--- config.mk ---
export PLATFORM = sky130hd
export DESIGN_NAME = seq_stage_controller
export DESIGN_NICKNAME = d
export VERILOG_FILES = /design/src/rtl/seq_stage_controller.sv
export SDC_FILE = /design/constraint.sdc
export NUM_CORES = 1
export LEC_CHECK = 0
export ABC_CLOCK_PERIOD_IN_PS = 2300
export CAP_MARGIN = 5
export CORE_UTILIZATION = 50
export CTS_CLUSTER_DIAMETER = 200
export DETAILED_ROUTE_END_ITERATION = 8
export PLACE_DENSITY = 0.81
export SLEW_MARGIN = 25
export SYNTH_ARGS = -nofsm -noshare
export SYNTH_HDL_FRONTEND = slang
export SYNTH_SLANG_ARGS = --single-unit
--- constraint.sdc ---
create_clock -name clk -period 2.3 [get_ports clk]
set_input_delay 0.345 -clock clk [delete_from_list [all_inputs] [get_ports clk]]
set_output_delay 0.345 -clock clk [all_outputs]
set_load 0.01 [all_outputs]
--- src/rtl/seq_stage_controller.sv ---
// seq_stage_controller: multi-cycle stage sequencer for the Y86-64 sequential
// datapath. Walks each instruction through FETCH/DECODE/EXEC/MEM/WB with
// one-cycle stage strobes. It waits on the data-memory handshake with a
// timeout, traps halt, invalid-instruction and address faults, and counts
// retired instructions.
module seq_stage_controller #(
    parameter int MEM_TIMEOUT = 15,
    parameter int CNT_W       = 32
) (
    input  logic             clk,
    input  logic             rst_n,
    input  logic             run_i,
    input  logic [3:0]       icode_i,
    input  logic             instr_valid_i,
    input  logic             imem_error_i,
    input  logic             mem_ready_i,
    input  logic             dmem_error_i,
    output logic             fetch_en_o,
    output logic             decode_en_o,
    output logic             exec_en_o,
    output logic             mem_en_o,
    output logic             wb_en_o,
    output logic             pc_en_o,
    output logic [3:0]       cur_icode_o,
    output logic [2:0]       state_o,
    output logic [2:0]       stat_o,
    output logic             busy_o,
    output logic [CNT_W-1:0] instr_count_o
);

    typedef enum logic [2:0] {
        S_IDLE   = 3'd0,
        S_FETCH  = 3'd1,
        S_DECODE = 3'd2,
        S_EXEC   = 3'd3,
        S_MEM    = 3'd4,
        S_WB     = 3'd5,
        S_HALTED = 3'd6
    } state_t;

    localparam logic [2:0] STAT_AOK = 3'd1;
    localparam logic [2:0] STAT_HLT = 3'd2;
    localparam logic [2:0] STAT_ADR = 3'd3;
    localparam logic [2:0] STAT_INS = 3'd4;

    localparam int              WAIT_W = $clog2(MEM_TIMEOUT + 1);
    localparam logic [WAIT_W-1:0] WAIT_LIM = WAIT_W'(MEM_TIMEOUT);

    state_t            state_q, state_d;
    logic [2:0]        stat_q, stat_d;
    logic [3:0]        cur_icode_q, cur_icode_d;
    logic [CNT_W-1:0]  cnt_q, cnt_d;
    logic [WAIT_W-1:0] wait_q, wait_d;
    logic              is_mem;

    // Instructions that actually touch data memory and must handshake in MEM
    always_comb begin
        is_mem = 1'b0;
        case (cur_icode_q)
            4'd4, 4'd5, 4'd8, 4'd9, 4'd10, 4'd11: is_mem = 1'b1;
            default:                              is_mem = 1'b0;
        endcase
    end

    // State register: all sequencer state, cleared immediately on reset
    always_ff @(posedge clk or negedge rst_n) begin
        if (!rst_n) begin
            state_q     <= S_IDLE;
            stat_q      <= STAT_AOK;
            cur_icode_q <= 4'd0;
            cnt_q       <= '0;
            wait_q      <= '0;
        end else begin
            state_q     <= state_d;
            stat_q      <= stat_d;
            cur_icode_q <= cur_icode_d;
            cnt_q       <= cnt_d;
            wait_q      <= wait_d;
        end
    end

    // Next-state logic: stage sequencing, fault trapping, memory wait/timeout
    always_comb begin
        state_d     = state_q;
        stat_d      = stat_q;
        cur_icode_d = cur_icode_q;
        cnt_d       = cnt_q;
        wait_d      = wait_q;
        case (state_q)
            S_IDLE: begin
                if (run_i) state_d = S_FETCH;
            end
            S_FETCH: begin
                cur_icode_d = icode_i;
                // imem_error outranks an invalid encoding; halt still retires
                if (imem_error_i) begin
                    state_d = S_HALTED;
                    stat_d  = STAT_ADR;
                end else if (!instr_valid_i) begin
                    state_d = S_HALTED;
                    stat_d  = STAT_INS;
                end else if (icode_i == 4'd0) begin
                    state_d = S_HALTED;
                    stat_d  = STAT_HLT;
                    cnt_d   = cnt_q + CNT_W'(1);
                end else begin
                    state_d = S_DECODE;
                end
            end
            S_DECODE: state_d = S_EXEC;
            S_EXEC: begin
                state_d = S_MEM;
                wait_d  = WAIT_W'(1);
            end
            S_MEM: begin
                if (!is_mem) begin
                    state_d = S_WB;
                    wait_d  = '0;
                end else if (mem_ready_i) begin
                    // ready in the final allowed cycle still counts
                    wait_d  = '0;
                    state_d = dmem_error_i ? S_HALTED : S_WB;
                    if (dmem_error_i) stat_d = STAT_ADR;
                end else if (wait_q == WAIT_LIM) begin
                    wait_d  = '0;
                    state_d = S_HALTED;
                    stat_d  = STAT_ADR;
                end else begin
                    wait_d = wait_q + WAIT_W'(1);
                end
            end
            S_WB: begin
                cnt_d   = cnt_q + CNT_W'(1);
                state_d = run_i ? S_FETCH : S_IDLE;
            end
            S_HALTED: state_d = S_HALTED;
            default:  state_d = S_IDLE;
        endcase
    end

    // Moore outputs decoded from the registered state
    always_comb begin
        fetch_en_o    = (state_q == S_FETCH);
        decode_en_o   = (state_q == S_DECODE);
        exec_en_o     = (state_q == S_EXEC);
        mem_en_o      = (state_q == S_MEM) && is_mem;
        wb_en_o       = (state_q == S_WB);
        pc_en_o       = (state_q == S_WB);
        busy_o        = (state_q != S_IDLE) && (state_q != S_HALTED);
        state_o       = state_q;
        stat_o        = stat_q;
        cur_icode_o   = cur_icode_q;
        instr_count_o = cnt_q;
    end

endmodule

# Word-level counts from Yosys, hierarchy flattened
# Cells that the tools add are included.
totals:
  reg_bits: 46
  n_memories: 0
  romBits: 0
  output_inout_bits: 49
  elab_cells: 69
  latch_bits: 0
  ramBits: 0
op_classes:
  n_addsub: 2
  bitwise_logic: 0
  eq_ne: 23
  n_reduce_logical: 12
  div_mod_pow: 0
  magnitude_cmp: 0
  shift: 0
  muxes: 27
  multipliers: 0
op_table:
  columns: ["operator", "count"]
  rows:
  - ["$mux 32", 3]
  - ["$pmux 32 s2", 1]
  - ["$mux 3", 14]
  - ["$add 32x1->32 const B", 1]
  - ["$pmux 3 s7", 1]
  - ["$eq 4x4->1 const B", 5]
  - ["$mux 4", 3]
  - ["$eq 3x3->1 const B", 3]
  - ["$ne 3x3->1 const B", 3]
  - ["$eq 4x3->1 const B", 2]
  - ["$ne 2x2->1 const B", 4]
  - ["$pmux 4 s2", 1]
  - ["$eq 3x2->1 const B", 2]
  - ["$pmux 3 s2", 1]
  - ["$reduce_bool 2->1", 3]
  - ["$reduce_or 6->1", 1]
  - ["$reduce_and 5->1", 1]
  - ["$add 4x1->4 const B", 1]
  - ["$logic_not 4->1", 1]
  - ["$ne 4x3->1 const B", 1]
  - ["$ne 4x4->1 const B", 1]
  - ["$reduce_and 4->1", 1]
  - ["$eq 3x1->1 const B", 1]
  - ["$logic_not 3->1", 1]
  - ["6 further kinds", 8]

# Longest topological paths before layout
# Gate-level depths: netlist (run 1).
depth:
  word_depth: 5
  depth_mapped: 6
  ltp_nobuf: 5

# Worst setup path before layout (run 1)
# No wires, ideal clock.
synth_timing:
  path_kind: "reg2reg"
  startpoint: "register cnt_q[0] (netlist: instr_count_o[0])"
  endpoint: "register cnt_q[22] (netlist: instr_count_o[22])"
  period_less_slack_ps: 1841
  arrival_ps: 1761
  n_path_buf: 1
  path_stages_with_launch: 7
  setup_slack_ps: 459
  t_required_ps: 2221
  path_cell_list: "dfrtp_1 ha_1 and4_1 or3b_1 buf_6 nor4_2 xor2_1"
synth_via:
  elab_chain_cells: 5
synth_rtl:
  columns: ["element", "line_no", "source"]
  rows:
  - ["start, declared", "52", "logic [CNT_W-1:0] cnt_q, cnt_d;"]
  - ["start signal, assigned", "77", "cnt_q <= cnt_d;"]
  - ["$add 32x1->32 *", "105, 133", null]
  - ["$mux 32", "102", "end else if (icode_i == 4'd0) begin"]
  - ["$mux 32", "99", "end else if (!instr_valid_i) begin"]
  - ["$mux 32", "96", "if (imem_error_i) begin"]
  - ["$pmux 32 s2 *", "89", "case (state_q)"]
# Every way passes the cells marked *; elsewhere a longest branch is shown, timed or not. The select of a mux whose other input is x is not followed.
# A chain may end at the register's enable or synchronous reset.

# Worst setup path after layout (run 1)
layout_timing:
  startpoint: "register state_q[1] (netlist: state_o[1])"
  endpoint: "output mem_en_o"
layout_via:
  elab_chain_cells: 2
layout_rtl:
  columns: ["element", "line_no", "source"]
  rows:
  - ["start, declared", "49", "state_t state_q, state_d;"]
  - ["start signal, assigned", "74", "state_q <= state_d;"]
  - ["$eq 3x3->1", "146", "mem_en_o = (state_q == S_MEM) && is_mem;"]
  - ["$logic_and 1x1->1", "146", null]
  - ["end, declared", "21", "output logic mem_en_o,"]
# No other way between the ends.

==> flow_summary.toml, run 1 <==
[run_status]
outcome = "finished, final reports clean"

[floorplanning]
num_rows = 25
core_area_sq_mm = 0.00475
fp.dieH_um = 72.5
initial_core_util_pct = 52.2
die-width_um = 72.5
dieArea_sq_mm = 0.00525
ios = 60

[hold_path]
min_path_type = "in2async"

[setup_path]
path_depth = 4
worstSetupPathType = "reg2out"
crit_buf_inv = 2
path_max_fanout = 14
cp.required_ps = 1960
startpoint_type = "register"
regToRegSetupSlack_ps = 280
r2r_cells = 5
worst_setup_path_end_kind = "output port"
slowest_delay_ps = 560
worstPathArrival_ps = 1860
reg2reg_to = "instr_count_o[30]"
slowest_stage = "dfrtp_1"
reg2reg_from = "instr_count_o[0]"
path_cells = "nor3b_2 -> o21ai_1 -> inv_1 -> clkdlybuf4s50_1"
crit_family = "buffers and inverters"

[timing]
period_needed_ps = 2210
setup_viol = 0
hold_viol = 0
fin_crit_sh_pct = 95.9
fmax_mhz = 453
fin_ws_ps = 94.9
rsz0062_at_grt = "false"
worst_pin_slew_ps = 697
final_max_slew_viol_count = 0
max_slew_margin_pct = 53.4
skew_ps = 9.43
setup-tns-final_ps = 0

[routing]
dr_wl_met3_um = 211
routedWlPerCell_um = 14.6
maxUsedRoutingLayer = "met4"
drt_first_iter_violations = 160
wl_met1_um = 2490
wirelength_um = 5330
vias_per_cell = 5.59
drtPass1Iterations = 4
dr_wl_met2_um = 2590
vias = 2040
remaining_drc_errors = 0
ant_nets = 0

[cells_and_area]
layout-drive-gt1-share_pct = 15.8
antenna_cells = 0
fin_cells = 365
regArea_sq_mm = 0.00115
final_area_sq_mm = 0.00329
nets = 310
fillCellCount = 382
multi_input_area_sq_mm = 0.00125
areaGrowthSynthToFinish_pct = 32.5

[place]
port_buffers = 59
dpl.cell_count = 357
postPlaceCellArea_sq_mm = 0.00317
post-place-ws_ps = 145
gp_congestion = 0.836
dp_hpwl_um = 3930

[job]
maxCapViolCount = 0

[synth]
synth_most_common_cell = "dfrtp_1"
netlist_top_cells_count = "dfrtp_1, xor2_1, nand3_1"
yosysWarnings = 0
avgSynthCellArea_sq_um = 10.7
async_reset_ff_share_pct = 100
synth_top_area_share_pct = 45.4
synth_area_leaders = "dfrtp_1, xor2_1, nor4_2, nand3_1, xnor2_1"
seq_area_frac_synth_pct = 46.4
synth_area_sq_mm = 0.00248
yosysTopAreaCell = "dfrtp_1"
syn_nets = 245
synth_edf_count = 0
synth-seq-cells = 46
ys_types = 48
synthCells = 232
ys_dominant_reg_cell = "dfrtp_1"

[power]
leakagePower_nw = 1.43
peakVddDrop_mv = 0.909
power.density_mw_per_mm2 = 912

[cts]
root_buffer = "clkbuf_8"
holdBufCountCts = 0
clk_latency_ps = 300
cts_buffers = 5
cts_resized = 2
path_clk_slew_ps = 80
cts_num_sinks = 46
post_cts_buffers = 0
h-tree-depth = 2
cts_tree = "built"
max-clock-path-buffers = 2

[grt]
grt_pass1_vias = 1835
grt_pass1_wl_um = 8790
antenna_found_initial = 0
grtUsageTotal_pct = 21.7
grt_max_degree = 47
grt-ovfl-total = 0
## metal layers
layer  track usage [%]  vias up
met4              4.79        0
met1              30.8     1005
li1                  -      978
met3              4.17        4
met5                 0        -
met2              34.6       53
## cells in the final DEF (no fill, tap or decap), types with 2 or more instances in the layout
master,count
dfrtp_1,43
xor2_1,24
nor4_2,12
ha_1,2
nor3b_2,2
o21ai_0,3
nand2_1,11
nand4_1,9
a21oi_1,6
and4_1,6
xnor2_1,8
nand3_1,15
dfrtp_2,2
clkbuf_8,5
nor2b_1,2
mux2_2,5
or3b_1,2
nand2b_1,3
a211oi_1,2
a21o_1,4
clkinv_2,2
nor4_1,4
nand4b_1,3
inv_1,8
nor3_1,10
o21ai_1,4
nor2_1,8
clkdlybuf4s50_1,58
buf_4,10
and3_1,4
## cell type report
| cell class | count | share of cell area (%) |
|---|---|---|
| Timing Repair Buffer | 69 | 20.1 |
| Multi-Input combinational cell | 167 | 38.0 |
| Clock buffer | 5 | 2.09 |
| Tap cell | 67 | 2.55 |
| Inverter | 8 | 0.913 |
| Clock inverter | 3 | 1.22 |
| Sequential cell | 46 | 35.1 |
## worst max-delay path by stage
stage	from	to	slack, ps
finish	state_o[1]	mem_en_o	90
global route	state_o[1]	decode_en_o	20
CTS	state_o[1]	pc_en_o	70
detailed placement	icode_i[0]	instr_count_o[4]	140
global placement	icode_i[0]	instr_count_o[1]	-170
floorplan	instr_count_o[0]	instr_count_o[22]	460
## where the power goes
| part | internal (W) | leakage (nW) | total (W) | switching, W |
|---|---|---|---|---|
| Clock | 0.000320 | 0.0579 | 0.000589 | 0.000269 |
| Combinational | 0.000634 | 0.763 | 0.00120 | 0.000569 |
| Sequential | 0.000963 | 0.606 | 0.00121 | 0.000243 |
## worst register-to-register path, cell delays in order (launching register included)
cell and delay (ps):
dfrtp_1 460, ha_1 280, and4_1 230, or3b_1 490
nor4_2 310, xor2_1 180
## cell families (layout without fill, tap and decap cells)
family                   after synthesis  after routing  synth area share (%)
adder cells (fa/ha/maj)                2              2                  1.01
AND/OR/NAND/NOR                      101            101                  28.2
buffers and inverters                 19             85                  3.73
multiplexers                           5              5                  2.27
flip-flops                            46             46                  46.4
AO/OA/AOI/OAI                         27             27                  7.06
XOR/XNOR                              32             32                  11.3
## state kept, by name (all words and copies together), names as in the netlist
name,flops
instr_count_o,32
stat_o,3
cur_icode_o,4
state_o,3
wait_q,4
## stage by stage
| stage | hold WS, ps | utilization [%] | total power (W) |
|---|---|---|---|
| 6_report | 115 | 69.2 | 0.00300 |
| 5_1_grt | 191 | 69.2 | 0.00317 |
| 4_1_cts | 148 | 69.1 | 0.00301 |
| 3_5_place_dp | 454 | 66.7 | 0.00242 |
| 3_3_place_gp | 454 | 66.6 | 0.00238 |
| 2_1_floorplan | 49.4 | - | 0.00183 |
(Power assumes the default switching activity.)
==> run 2, diff against run 1 <==
--- a/config.mk
+++ b/config.mk
@@ -10,6 +10,7 @@
 export CORE_UTILIZATION = 50
 export CTS_CLUSTER_DIAMETER = 200
 export DETAILED_ROUTE_END_ITERATION = 8
+export GPL_ROUTABILITY_DRIVEN = 0
 export PLACE_DENSITY = 0.81
 export SLEW_MARGIN = 25
 export SYNTH_ARGS = -nofsm -noshare
==> results of run 2 <==
Same layout as run 1: the final DEF is identical, and so are final timing and power.
==> run 3, diff against run 2 <==
--- a/config.mk
+++ b/config.mk
@@ -6,12 +6,11 @@
 export NUM_CORES = 1
 export LEC_CHECK = 0
 export ABC_CLOCK_PERIOD_IN_PS = 2300
-export CAP_MARGIN = 5
 export CORE_UTILIZATION = 50
 export CTS_CLUSTER_DIAMETER = 200
 export DETAILED_ROUTE_END_ITERATION = 8
 export GPL_ROUTABILITY_DRIVEN = 0
-export PLACE_DENSITY = 0.81
+export PLACE_DENSITY = 0.84
 export SLEW_MARGIN = 25
 export SYNTH_ARGS = -nofsm -noshare
 export SYNTH_HDL_FRONTEND = slang
==> run 3 against run 2 <==
Net effect: count of clock-buffer cells in the layout increased by 1; worst hold slack gained 350 ps; clock power about the same; clock skew rose by 1.2 ps; critical endpoint unchanged; sequential share of layout area down 0.29 points; cell count grew 0.27%; sequential power shrank 6%.
==> flow_summary.toml, run 3 (synthesis gave the netlist of run 1 again) <==
[cts]
path_clk_slew_ps = 80
max-clock-path-buffers = 2
clk_latency_ps = 300
root_buffer = "clkbuf_8"
cts_buffers = 5
cts_num_sinks = 46
cts_tree = "built"
h-tree-depth = 2

[timing]
setup_viol = 0
worst_pin_slew_ps = 570
setup-tns-final_ps = 0
hold_viol = 0
period_needed_ps = 2190
rsz0062_at_grt = "false"
fin_crit_sh_pct = 95.0
fmax_mhz = 457
max_slew_margin_pct = 62.0
skew_ps = 10.6
final_max_slew_viol_count = 0

[routing]
drtPass1Iterations = 4
wirelength_um = 5580
routedWlPerCell_um = 15.3
ant_nets = 0
remaining_drc_errors = 0
drt_first_iter_violations = 107
vias = 2024
vias_per_cell = 5.53

[power]
clockPowerShare_pct = 19.3
power.density_mw_per_mm2 = 929
swShare_pct = 36.0
leakagePower_nw = 1.43
pwr-share-seq_pct = 37.0
p_int_w = 0.00197
peakVddDrop_mv = 0.862
p_sw_w = 0.00111
power_frac_comb_pct = 43.8

[floorplanning]
num_rows = 25
ios = 60
core_area_sq_mm = 0.00475
dieArea_sq_mm = 0.00525
fp.dieH_um = 72.5
die-width_um = 72.5
initial_core_util_pct = 52.2

[cells_and_area]
fillCellCount = 369
most-common-layout-cells = "clkdlybuf4s50_1, dfrtp_1, xor2_1"
antenna_cells = 0
layout_commonest_cell = "clkdlybuf4s50_1"
nets = 311
final_util_pct = 69.6
largest_register_ffs = 32
areaGrowthSynthToFinish_pct = 33.3
layout-drive-gt1-share_pct = 14.7

[setup_path]
slowest_stage = "clkdlybuf4s50_1"
worst_setup_path_end_kind = "output port"
path_cells = "nor3b_4 -> o21ai_1 -> inv_1 -> clkdlybuf4s50_1"
crit_family = "buffers and inverters"
cp.required_ps = 1960
startpoint_type = "register"
worstPathArrival_ps = 1840
path_max_fanout = 5
worstSetupPathType = "reg2out"
crit_buf_inv = 2
slowest_delay_ps = 540

[grt]
grt_pass1_vias = 1858
grt_max_degree = 25
antenna_found_initial = 0
grt_pass1_wl_um = 9040
grt-ovfl-total = 0
grtUsageTotal_pct = 22.5

[run_status]
outcome = "finished, final reports clean"

[place]
port_buffers = 59
dp_hpwl_um = 4080

[hold_path]
min_path_type = "reg2reg"

[job]
maxCapViolCount = 0
-- run 3: worst paths after layout --
path	startpoint	slack [ps]	cells after the start	to
worst max-delay path	state_o[0]	110	4	mem_en_o
worst min-delay path	stat_o[0]	470	2	stat_o[0]
worst max register to register	instr_count_o[0]	210	5	instr_count_o[28]
worst min register to register	stat_o[0]	470	2	stat_o[0]
max in group asynchronous	rst_n	1220	3	stat_o[0]
min in group asynchronous	rst_n	490	2	instr_count_o[24]
-- run 3: stage by stage --
step	area (sq um)	setup WS, ps	total power (W)	hold slack (ps)	std cells
after floorplan	2480	459	0.00183	49.4	232
after global placement	3170	187	0.00241	295	356
after detailed placement	3170	139	0.00246	295	356
after CTS	3300	0.0315	0.00306	474	365
after global routing	3310	28.8	0.00325	497	366
final	3310	114	0.00307	467	366
-- run 3: final cells by class --
type / count / area (sq um) / area share [%]
clock buffer: 6 / 72.6 / 2.19
clock inverter: 2 / 37.5 / 1.13
inverter: 8 / 30.0 / 0.908
multi-input combinational: 167 / 1250 / 37.7
sequential: 46 / 1150 / 34.8
tap: 67 / 83.8 / 2.53
timing repair buffer: 70 / 683 / 20.7
-- run 3: power groups by stage --
stage / logic [W] / registers (W) / clock network, W
global placement: 0.00128 / 0.00113 / 0
detailed placement: 0.00132 / 0.00114 / 0
global route: 0.00146 / 0.00116 / 0.000632
finish: 0.00135 / 0.00114 / 0.000592
CTS: 0.00133 / 0.00113 / 0.000600
floorplan: 0.000668 / 0.00116 / 0
-- run 3: what timing repair did --
item | 4_1_cts | 5_1_grt
buffers inserted | 0 | 1
resized for setup | 1 | 1
endpoints found under the setup margin | 1 | 3
hold buffers | 1 | 0
pin swaps | 0 | 1
hold endpoints to repair | 17 | 0
-- run 3: worst reg2reg max path, cell delays in order, from the launching register on --
cell	delay [ps]
dfrtp_1	480
ha_1	290
and4_1	250
or3b_1	500
nor4_2	300
xor2_1	200
-- run 3: metal layers --
metal	up-vias	routed length, um	share of wire [%]	track usage (%)
met5	-	0	0	0
met1	983	2660	48	32.9
li1	980	-	-	-
met4	0	103	1.8	9.15
met2	49	2620	47	32.6
met3	12	203	3.6	4.58
